File: config.mk
export PLATFORM = sky130hd
export DESIGN_NAME = pwm_dac
export DESIGN_NICKNAME = d
export VERILOG_FILES = /design/src/rtl/pwm_dac.sv
export SDC_FILE = /design/constraint.sdc
export NUM_CORES = 1
export LEC_CHECK = 0
export CORE_MARGIN = 2
export CORE_UTILIZATION = 35
export DETAILED_ROUTE_END_ITERATION = 16
export SETUP_SLACK_MARGIN = 0.1
export SLEW_MARGIN = 20
export SYNTH_ARGS = -nofsm -noshare
export SYNTH_HDL_FRONTEND = slang
export SYNTH_SLANG_ARGS = --single-unit
File: constraint.sdc
create_clock -name clk -period 1.74 [get_ports clk]
set_input_delay 0.174 -clock clk [delete_from_list [all_inputs] [get_ports clk]]
set_output_delay 0.174 -clock clk [all_outputs]
set_load 0.005 [all_outputs]
File: src/rtl/pwm_dac.sv
// PWM DAC: turns an 8-bit mixer sample into a single-bit PWM stream for an external RC filter.
// One sample and one prescale value are latched per PWM period; disabling lets the running period finish.
module pwm_dac #(
    parameter int unsigned WIDTH      = 8,
    parameter int unsigned PRESCALE_W = 4
) (
    input  logic                  clk,
    input  logic                  rst,
    input  logic                  enable,
    input  logic [PRESCALE_W-1:0] prescale,
    input  logic [WIDTH-1:0]      sample,
    output logic                  pwm_out,
    output logic                  period_tick,
    output logic                  active
);

    localparam logic [WIDTH-1:0] CNT_MAX = '1;

    typedef enum logic [1:0] {
        IDLE  = 2'd0,
        RUN   = 2'd1,
        DRAIN = 2'd2
    } state_e;

    state_e                  state_q, state_d;
    logic [WIDTH-1:0]        cnt_q, cnt_d;
    logic [PRESCALE_W-1:0]   pre_q, pre_d;
    logic [WIDTH-1:0]        duty_q, duty_d;
    logic [PRESCALE_W-1:0]   presc_q, presc_d;

    logic step_c;
    logic wrap_c;

    assign step_c = (pre_q == presc_q);
    assign wrap_c = step_c && (cnt_q == CNT_MAX);

    // State and datapath registers
    always_ff @(posedge clk or posedge rst) begin
        if (rst) begin
            state_q <= IDLE;
            cnt_q   <= '0;
            pre_q   <= '0;
            duty_q  <= '0;
            presc_q <= '0;
        end else begin
            state_q <= state_d;
            cnt_q   <= cnt_d;
            pre_q   <= pre_d;
            duty_q  <= duty_d;
            presc_q <= presc_d;
        end
    end

    // Next-state, counter advance and per-period latching
    always_comb begin
        state_d = state_q;
        cnt_d   = cnt_q;
        pre_d   = pre_q;
        duty_d  = duty_q;
        presc_d = presc_q;

        if (state_q != IDLE) begin
            pre_d = step_c ? '0 : pre_q + PRESCALE_W'(1);
            cnt_d = step_c ? cnt_q + WIDTH'(1) : cnt_q;
        end

        case (state_q)
            IDLE: begin
                cnt_d = '0;
                pre_d = '0;
                if (enable) begin
                    state_d = RUN;
                    duty_d  = sample;
                    presc_d = prescale;
                end
            end
            RUN: begin
                if (wrap_c) begin
                    if (enable) begin
                        duty_d  = sample;
                        presc_d = prescale;
                    end else begin
                        state_d = IDLE;
                    end
                end else if (!enable) begin
                    state_d = DRAIN;
                end
            end
            DRAIN: begin
                // A draining period always ends in IDLE; re-enable only cancels the stop mid-period
                if (wrap_c) begin
                    state_d = IDLE;
                end else if (enable) begin
                    state_d = RUN;
                end
            end
            default: begin
                state_d = IDLE;
            end
        endcase
    end

    // Outputs decode only flops, so async reset clears them without a clock edge
    assign active      = (state_q != IDLE);
    assign pwm_out     = active && (cnt_q < duty_q);
    assign period_tick = active && wrap_c;

endmodule

### After elaboration in Yosys (flattened, before gate mapping)

Index checks and enable logic that the tools add are counted.

* multiplexer cells: 18
* reductions and logical operators: 10
* add/subtract/negate cells: 2
* equal/unequal tests: 6
* order comparisons: 1

Operators with widths (number)
* 8-bit two-way mux: 5
* 4-bit two-way mux: 5
* 8-bit one-hot mux with 2 select lines: 1
* 2-bit two-way mux: 5
* 8-bit by 1-bit adder with 8-bit output (second input constant): 1
* 8-bit equality test (second input constant): 1
* 8-bit less-than comparator: 1
* 4-bit one-hot mux with 2 select lines: 1
* 2-bit nonzero test: 4
* 2-bit one-hot mux with 3 select lines: 1
* 4-bit by 1-bit adder with 4-bit output (second input constant): 1
* 4-bit equality test: 1
* 2-bit != test (second input constant): 2
* 2-bit AND reduction: 2
* 1-bit logical AND: 3
* 2-bit by 1-bit equality test with 1-bit output (second input constant): 1
* 2-bit equality test (second input constant): 1
* 2-bit zero test: 1

* bits in registers: 26
* output and inout bits: 3
* word-level logic and storage cells: 42
* input bits: 15

### Logic depth before layout (Yosys ltp)

Gate-level depths: netlist of the first run.

* depth in word-level cells: 4
* depth in mapped cells: 7
* mapped depth without buffers: 6

### Worst setup path after synthesis of the first run

OpenSTA, ideal clock, no wires.

* kind: register to register
* start point: register cnt_q[0]
* end point: register duty_q[0]
* clock period less this slack: 1.801 ns
* data required time: 1.616 ns
* arrival: 1.678 ns
* setup slack: -0.061 ns
* setup time: 0.124 ns
* path buffers: 2
* stages on the path, launching flop included: 8
* cell sequence: dfrtp_1 ha_1 nand3_1 or2_1 buf_6 buf_6 a221o_1 a211o_1

* longest elaborated chain between the ends: 4

Ends and longest elaborated chain
* from (decl): line 26 `logic [WIDTH-1:0] cnt_q, cnt_d;`
* from (signal assigned): line 47 `cnt_q <= cnt_d;`
* 8-bit equality test: line 35 `assign wrap_c = step_c && (cnt_q == CNT_MAX);`
* 1-bit logical AND: line 35
* 2-bit != test (no source line)
* 2-bit AND reduction (no source line)
* to (signal assigned): line 49 `duty_q <= duty_d;`
* to (decl): line 28 `logic [WIDTH-1:0] duty_q, duty_d;`

Every way passes these cells.
A chain may end at the register's enable or synchronous reset.

### Worst setup path after layout of the first run

* start point: register duty_q[7]
* end point: output pwm_out

* longest elaborated chain between the ends: 2

Ends and longest elaborated chain
* 8-bit less-than comparator: line 105 `assign pwm_out = active && (cnt_q < duty_q);`
* 1-bit logical AND: line 105
* to (decl): line 12 `output logic pwm_out,`

Every way passes these cells.

==> results of run 1 <==
metal layers:
metal | wire (um) | GRT usage (%) | part of all wire, % | vias to the layer above
li1 | - | - | - | 817
met1 | 2162 | 27.63 | 49 | 787
met2 | 2102 | 28.97 | 47 | 21
met3 | 110 | 2.846 | 2.5 | 5
met4 | 72 | 7.143 | 1.6 | 0
met5 | 0 | 0 | 0 | -
power groups by stage:
stage | registers (W) | logic (W) | clock network, W
2_1_floorplan | 0.000798 | 0.000476 | 0
3_3_place_gp | 0.000793 | 0.000790 | 0
3_5_place_dp | 0.000793 | 0.000808 | 0
4_1_cts | 0.000788 | 0.000837 | 0.000424
5_1_grt | 0.000806 | 0.000963 | 0.000448
6_report | 0.000788 | 0.000857 | 0.000413
layout make-up:
class	instances	area (sq um)	share of cell area (%)
timing repair buffer	66	606.8	23.94
clock buffer	4	55.05	2.172
multi-input combinational	130	1056	41.66
sequential	26	650.6	25.67
inverter	22	82.58	3.258
tap	67	83.83	3.307
worst max path at each step:
| stage | to | slack, ps |
|---|---|---|
| floorplan | duty_q[0]$_DFFE_PP0P_ | 8 |
| global placement | pwm_out | -310 |
| detailed placement | pwm_out | -360 |
| CTS | pwm_out | -210 |
| global route | pwm_out | -300 |
| finish | pwm_out | -210 |
registers in the layout, summed over array words and instances (netlist names):
register and flops:
cnt_q 8, duty_q 8, pre_q 4, presc_q 4
state_q 2
through the flow:
stage	utilization (%)	std cells	hold WS [ps]	instance area [sq um]
2_1_floorplan	-	192	214.0	1734
3_3_place_gp	46.00	295	558.2	2187
3_5_place_dp	46.00	295	556.9	2187
4_1_cts	51.53	312	258.7	2450
5_1_grt	53.32	315	278.9	2535
6_report	53.32	315	240.3	2535
placed cells by master (no fill, tap or decap), types with 5 or more instances in the layout:
cell type and instances:
nor3_1 13, xnor2_1 6, a211o_1 12, and2_1 12, inv_1 21, a21oi_2 6
ha_1 7, nor4_1 8, nor2_1 5, buf_4 41, dfrtp_1 26, clkdlybuf4s50_1 14
a221o_1 12, o21ai_0 5
kinds of logic (layout without fill, tap and decap cells):
family | count (synthesis) | after routing | synth area share (%)
AOI/OAI and AO/OA | 43 | 43 | 19.42
xor gates and xnor gates | 8 | 8 | 4.058
adders and majority gates | 9 | 9 | 6.522
buffers and inverters | 36 | 92 | 9.058
DFF | 26 | 26 | 37.68
muxes | 1 | 1 | 0.5797
and+or+nand+nor | 69 | 69 | 22.68
critical path, stage by stage (launching register included):
cell and delay (ps):
dfrtp_1 350, inv_1 40, ha_1 290, and3_4 180, a2111o_1 350, a31oi_1 130
buf_2 130
what timing repair did:
action                                  in CTS  in global routing
cloned                                       3                  0
pin swaps                                   18                 12
endpoints found under the setup margin      17                 28
resized for setup                           26                 15
buffers inserted                            11                  4
endpoints found under the hold margin        0                  0
==> parameters.txt, run 1 <==
Parameter                              Value

Run status
  Outcome    finished with violations
  Violated checks    negative setup slack

Place
  RD Place Congestion    0.7648
  Detail Placement HPWL    2.654 mm
  Post-Place Setup Slack    -357.3 ps
  Number of input and output port buffers inserted    17

Synthesis
  Distinct cell type count after synthesis    30
  Most frequently used cell type in the post-synthesis netlist    dfrtp_1
  Top-area cell type share of the netlist area    37.68%
  Async set-reset flop share out of synthesis    100.0%
  Number of synthesized register bits    26
  Number of instances in the synthesized netlist    192
  Yosys warning count    0
  Average instance area after synthesis    8.993 sq um
  Post-synthesis sequential area ratio    37.68%
  Largest area contributor in the synthesized netlist    dfrtp_1
  Combined area of all synthesized cells    1727 sq um
  Most used DFF post-synth    dfrtp_1
  Synth top area cells    dfrtp_1 (38%), a221o_1 (7.0%), ha_1 (6.5%)
  Syn Nets    216
  Most frequent cells after synthesis    dfrtp_1 (26), inv_1 (22), nor3_1 (13), nor4_1 (13)
  Number of enable flip-flop cells after synthesis    0

Clocking
  CTS clk-pin slew, worst paths    100 ps
  Clk Latency, worst-skew pair    290 ps
  CTS buffer count    3
  Buffer depth of the longest clock path    2
  Clk sink count    26
  Count of hold-fix buffers inserted at cts    0
  H-tree lvl count    1
  Root buffer cell    clkbuf_8
  Clock tree from TritonCTS    built

Worst setup path
  Worst setup slack for register-to-register paths    -50 ps
  Sort of element at the end of the critical path    primary output
  Critical setup path kind    reg2out
  WP data required    1570 ps
  Reg2Reg Depth    6
  Critical path peak fanout    2
  Category of the worst setup path launch point    flip-flop
  Source of the critical timing path    duty_q[7]$_DFFE_PP0P_
  Worst r2r src    cnt_q[6]$_DFFE_PP0P_
  Worst r2r dst    duty_q[6]$_DFFE_PP0P_
  Endpoint arrival time on the critical path    1780 ps

Floorplan
  Std cell rows    25
  Die extent in x    74.24 um
  Ports    18
  Effective utilization at floorplan    36.32%
  Height of the die    74.24 um
  Core area    4755 sq um
  Area of the die    5511 sq um

Drt
  Number of nets still failing antenna checks after routing    0
  Initial drt markers    37
  Number of vias per cell    5.175
  Via count    1,630
  Pre-antenna DRT Iters    4
  Per-cell routed wire length    14.11 um
  DRC violation count after routing    0
  Final wirelength    4.446 mm

Finish
  Final nets    273
  ANT cells    0
  Synth-to-Final Area Change    46.81%
  Number of inserted filler cells in the final layout    429
  Share of final-layout standard cells stronger than drive strength 1    32.66%

Pwr
  Cell internal power dissipation    0.001386 W
  Maximum resistive drop on vdd    417.3 uV
  Sw Share    32.62%
  Part of the total power dissipated in the clock network    20.1%
  Leakage power    1.129 nW
  Combinational share of power    41.6%
  Power density relative to cell area    811.4 nW/um^2
  Power after layout    0.002057 W
  Total net switching power    0.0006709 W
  Register share of total power    38.3%

Flow run
  Max-capacitance violation count    0

GRT
  Global-route wire length before repair    8.010 mm
  Total GRT Usage    19.10%
  Largest net degree at the start of global routing    38
  Grt total ovfl    0
  Vias in the first global route    1,612
  Initial antenna violation count    0

Timing
  Total count of hold-check failures in the final report    0
  Least-Margin Pin Slew    329.5 ps
  Min setup slack post-route    -209.4 ps
  Max_slew headroom    77.80%
  Final Max Tran Viols    0
  RSZ-0062 raised after global routing    true
  Final period util    112.0%
  Final worst path period need    1949 ps
  Setup TNS    -436.3 ps
  Worst clock skew    7.538 ps
  Final setup viols    13
  Maximum frequency from static timing analysis    513.0 MHz

Worst hold path
  Type of the tightest min-delay check    in2async
Power figures use the tool's default switching activity.
==> run 2, diff against run 1 <==
--- a/config.mk
+++ b/config.mk
@@ -5,11 +5,12 @@
 export SDC_FILE = /design/constraint.sdc
 export NUM_CORES = 1
 export LEC_CHECK = 0
+export CORE_ASPECT_RATIO = 0.7
 export CORE_MARGIN = 2
 export CORE_UTILIZATION = 35
 export DETAILED_ROUTE_END_ITERATION = 16
 export SETUP_SLACK_MARGIN = 0.1
-export SLEW_MARGIN = 20
+export SLEW_MARGIN = 25
 export SYNTH_ARGS = -nofsm -noshare
 export SYNTH_HDL_FRONTEND = slang
 export SYNTH_SLANG_ARGS = --single-unit
==> parameters.txt, run 2 (synthesized netlist as in run 1, its figures left out) <==
Parameter                              Value

GRT
  Grt total ovfl    0
  Global-route wire length before repair    7.320 mm
  Vias in the first global route    1,583
  Initial antenna violation count    0
  Largest net degree at the start of global routing    38
  Total GRT Usage    16.57%

Worst setup path
  CP max-delay cell    dfrtp_1
  WP buf/inv    2
  Critical Path, Cell by Cell    inv_2 > ha_4 > a21oi_2 > nor2b_1 > a2111o_1 > a31oi_1 > buf_2
  Worst stage delay on the critical path    400 ps
  Critical path peak fanout    2
  Category of the worst setup path launch point    flip-flop
  Endpoint arrival time on the critical path    1750 ps
  Critical setup path kind    reg2out
  Crit path max-delay family    compound AO/OA/AOI/OAI gates
  WP data required    1570 ps
  Sort of element at the end of the critical path    primary output

Flow run
  Max-capacitance violation count    0

Floorplan
  Effective utilization at floorplan    36.31%
  Std cell rows    21
  Die extent in x    87.95 um
  Area of the die    5520 sq um
  Ports    18
  Core area    4756 sq um
  Height of the die    62.77 um

Finish
  Biggest registers after layout    cnt_q: 8 flops, duty_q: 8 flops
  Non-filler cells in the finished layout    321
  Most common cell after layout, fill and taps aside    buf_4
  Share of final-layout standard cells stronger than drive strength 1    34.52%
  ANT cells    0
  Synth-to-Final Area Change    50.07%
  Most used cells in the layout excluding fill and tap cells    buf_4 (42), dfrtp_1 (26), inv_1 (21)
  Final nets    278
  Util after Layout    54.49%

Clocking
  Root buffer cell    clkbuf_8
  Clk sink count    26
  CTS buffer count    3
  Clk Latency, worst-skew pair    270 ps
  CTS clk-pin slew, worst paths    90 ps
  Count of hold-fix buffers inserted at cts    0
  Buffer depth of the longest clock path    2
  Clock tree from TritonCTS    built
  H-tree lvl count    1

Timing
  Final worst path period need    1928 ps
  Setup TNS    -246.4 ps
  Final setup viols    2
  Least-Margin Pin Slew    348.5 ps
  Max_slew headroom    76.77%
  Final period util    110.8%
  Worst clock skew    1.721 ps
  Total count of hold-check failures in the final report    0
  RSZ-0062 raised after global routing    true
  Maximum frequency from static timing analysis    518.7 MHz
  Min setup slack post-route    -188.0 ps
  Final Max Tran Viols    0

Drt
  Number of vias per cell    5.059
  Number of nets still failing antenna checks after routing    0
  Initial drt markers    78
  Via count    1,624
  Pre-antenna DRT Iters    4
  Final wirelength    4.494 mm
  DRC violation count after routing    0
  Per-cell routed wire length    14.00 um

Place
  Detail Placement HPWL    2.648 mm
  RD Place Congestion    0.7570
  Number of input and output port buffers inserted    17
  Placed Instances    294

Pwr
  Power after layout    0.002007 W
  Leakage power    1.145 nW
  Maximum resistive drop on vdd    466.0 uV
  Power density relative to cell area    774.3 nW/um^2

Run status
  Violated checks    negative setup slack
  Outcome    finished with violations

Worst hold path
  Type of the tightest min-delay check    in2async
[run 2: final timing paths]
kind / start / endpoint / slack (ps) / cells after the start
worst max-delay path: duty_q[6]$_DFFE_PP0P_ / pwm_out / -190 / 7
worst min-delay path: rst / duty_q[1]$_DFFE_PP0P_ / 260 / 3
worst max register to register: cnt_q[6]$_DFFE_PP0P_ / duty_q[7]$_DFFE_PP0P_ / -60 / 6
worst min register to register: pre_q[0]$_DFF_PP0_ / pre_q[0]$_DFF_PP0_ / 580 / 2
max in group asynchronous: rst / cnt_q[4]$_DFFE_PP0P_ / 1230 / 3
min in group clk: enable / state_q[1]$_DFFE_PP0P_ / 530 / 2
[run 2: stage by stage]
step / setup slack, ps / cell area, sq um / hold slack (ps)
final: -188.0 / 2591 / 255.2
after global routing: -272.0 / 2591 / 291.4
after CTS: -228.6 / 2425 / 265.7
after detailed placement: -328.1 / 2167 / 549.8
after global placement: -328.4 / 2167 / 540.2
after floorplan: 8.488 / 1734 / 214.0
[run 2: report_power, final]
group          internal (W)  leakage, nW  switching [W]  total, W
combinational      0.000479        0.821       0.000396  0.000875
sequential         0.000711        0.302      0.0000764  0.000787
clock              0.000155       0.0216       0.000189  0.000344
total               0.00135         1.15       0.000661   0.00201
[run 2: area by class of cell]
cell class                      instances  area, sq um
Tap cell                               69        86.33
Timing Repair Buffer                   71        653.1
Clock buffer                            3        41.29
Sequential cell                        26        650.6
Multi-Input combinational cell        130         1077
Fill cell                             431         2165
Inverter                               22        82.58
[run 2: worst min-delay path: stages]
cell	delay [ps]
clkdlybuf4s50_1	390
inv_1	50
buf_4	320
[run 2: timing repair]
item                       4_1_cts  5_1_grt
cloned                           3        0
setup endpoints to repair       18       22
pin swaps                       18       10
gates resized for setup         23       22
setup buffers                   12       10
[run 2: per-layer routing]
metal  routed length, um  GRT usage (%)  vias to the layer above  share of wire [%]
li1                    -              -                      826                  -
met1                2237          24.92                      772                 50
met2                2075          24.91                       24                 46
met3                 172          3.567                        2                3.8
met4                   8          2.308                        0               0.18
met5                   0              0                        -                  0
==> run 3, diff against run 2 <==
==> constraint.sdc (replaced) <==
create_clock -name clk -period 2.07 [get_ports clk]
set_input_delay 0.207 -clock clk [delete_from_list [all_inputs] [get_ports clk]]
set_output_delay 0.207 -clock clk [all_outputs]
set_load 0.005 [all_outputs]
==> parameters.txt, run 3 (synthesized netlist as in run 1, its figures left out) <==
Parameter                              Value

Finish
  ANT cells    0
  Biggest registers after layout    cnt_q: 8 flops, duty_q: 8 flops
  Synth-to-Final Area Change    24.42%
  Layout Cell Area excl Fill    2148 sq um
  Multi-input combinational cell area    964.7 sq um
  Most used cells in the layout excluding fill and tap cells    dfrtp_1 (26), inv_1 (21), clkdlybuf4s50_1 (15)
  Most common cell after layout, fill and taps aside    dfrtp_1
  Share of final-layout standard cells stronger than drive strength 1    13.95%
  Final nets    240
  Storage element area    650.6 sq um
  Number of inserted filler cells in the final layout    490

Flow run
  Max-capacitance violation count    0

Worst setup path
  Reg2Reg Depth    7
  Depth of the critical timing path with buffers and inverters included    6
  Crit path max-delay family    compound AO/OA/AOI/OAI gates
  Critical Path, Cell by Cell    inv_1 > ha_1 > and3_4 > a2111o_1 > a31oi_1 > buf_2
  WP data required    1860 ps
  Worst stage delay on the critical path    370 ps
  Critical path peak fanout    2
  CP max-delay cell    a2111o_1
  Endpoint arrival time on the critical path    1810 ps
  Critical setup path kind    reg2out
  Sort of element at the end of the critical path    primary output
  Category of the worst setup path launch point    flip-flop
  WP buf/inv    2

Clocking
  Buffer depth of the longest clock path    2
  H-tree lvl count    1
  Count of hold-fix buffers inserted at cts    0
  Clock tree from TritonCTS    built
  Root buffer cell    clkbuf_8
  Clk Latency, worst-skew pair    270 ps
  CTS clk-pin slew, worst paths    90 ps
  CTS buffer count    3
  Clk sink count    26

Place
  Number of input and output port buffers inserted    17
  DP Area    2032 sq um
  Detail Placement HPWL    2.504 mm
  RD Place Congestion    0.7917

Timing
  Worst clock skew    1.373 ps
  Final worst path period need    2021 ps
  Final Max Tran Viols    0
  Final setup viols    0
  Maximum frequency from static timing analysis    494.8 MHz
  Final period util    97.64%
  Setup TNS    0 ps
  Total count of hold-check failures in the final report    0
  RSZ-0062 raised after global routing    true
  Max_slew headroom    72.92%
  Least-Margin Pin Slew    406.2 ps

Pwr
  Power density relative to cell area    738.9 nW/um^2
  Leakage power    0.9211 nW
  Maximum resistive drop on vdd    327.6 uV

Floorplan
  Std cell rows    21
  Ports    18
  Height of the die    62.77 um
  Area of the die    5520 sq um
  Core area    4756 sq um
  Effective utilization at floorplan    36.31%
  Die extent in x    87.95 um

GRT
  Vias in the first global route    1,314
  Global-route wire length before repair    6.382 mm
  Largest net degree at the start of global routing    42
  Initial antenna violation count    0
  Grt total ovfl    0
  Total GRT Usage    14.84%

Drt
  Routed length on met1    1.958 mm
  Number of vias per cell    5.077
  DRC violation count after routing    0
  Length of routed met3 wiring    159 um
  Via count    1,442
  Uppermost layer routed    met4
  Final wirelength    3.755 mm
  Pre-antenna DRT Iters    4
  Initial drt markers    118
  Per-cell routed wire length    13.22 um
  Number of nets still failing antenna checks after routing    0
  Total met2 wirelength after detailed routing    1.614 mm

Worst hold path
  Type of the tightest min-delay check    in2async

Run status
  Outcome    finished clean
[run 3: through the flow]
stage | total power (W) | setup WS, ps | utilization, % | instances | hold WS [ps]
2_1_floorplan | 0.001073 | 268.6 | - | 192 | 247.0
3_3_place_gp | 0.001237 | -43.57 | 42.73 | 277 | 504.5
3_5_place_dp | 0.001242 | -109.1 | 42.73 | 277 | 494.7
4_1_cts | 0.001595 | 41.54 | 44.54 | 282 | 291.5
5_1_grt | 0.001711 | -34.23 | 45.17 | 284 | 340.9
6_report | 0.001587 | 48.79 | 45.17 | 284 | 286.6
[run 3: tightest hold or removal path: stages]
cell	delay, ps
clkdlybuf4s50_1	390
inv_1	50
buf_4	330
[run 3: final timing paths]
kind                       slack (ps)                  start                     to
max                                50  duty_q[5]$_DFFE_PP0P_                pwm_out
min                               290                    rst  duty_q[0]$_DFFE_PP0P_
max reg2reg                       210   cnt_q[7]$_DFFE_PP0P_  duty_q[5]$_DFFE_PP0P_
min reg2reg                       520     pre_q[0]$_DFF_PP0_     pre_q[0]$_DFF_PP0_
max in group asynchronous        1520                    rst  duty_q[5]$_DFFE_PP0P_
min in group clk                  520     pre_q[0]$_DFF_PP0_     pre_q[0]$_DFF_PP0_
[run 3: final cells by class]
type	instances	area share, %
Timing Repair Buffer	33	14.39
Clock buffer	4	2.563
Multi-Input combinational cell	130	44.90
Sequential cell	26	30.29
Tap cell	69	4.019
Inverter	22	3.844
[run 3: where the power goes]
part	internal, W	switching [W]
registers	0.000597	0.0000798
logic	0.000305	0.000268
clock network	0.000170	0.000166
total	0.00107	0.000514
[run 3: per-layer routing]
layer,global-route usage (%),vias to the layer above
met5,0,-
met4,3.462,0
met2,20.83,23
met3,3.567,2
li1,-,747
met1,22.76,670
[run 3: timing repair]
item	CTS	global route
resized for setup	11	2
buffers inserted	1	2
endpoints found under the setup margin	2	2
pin swaps	3	4
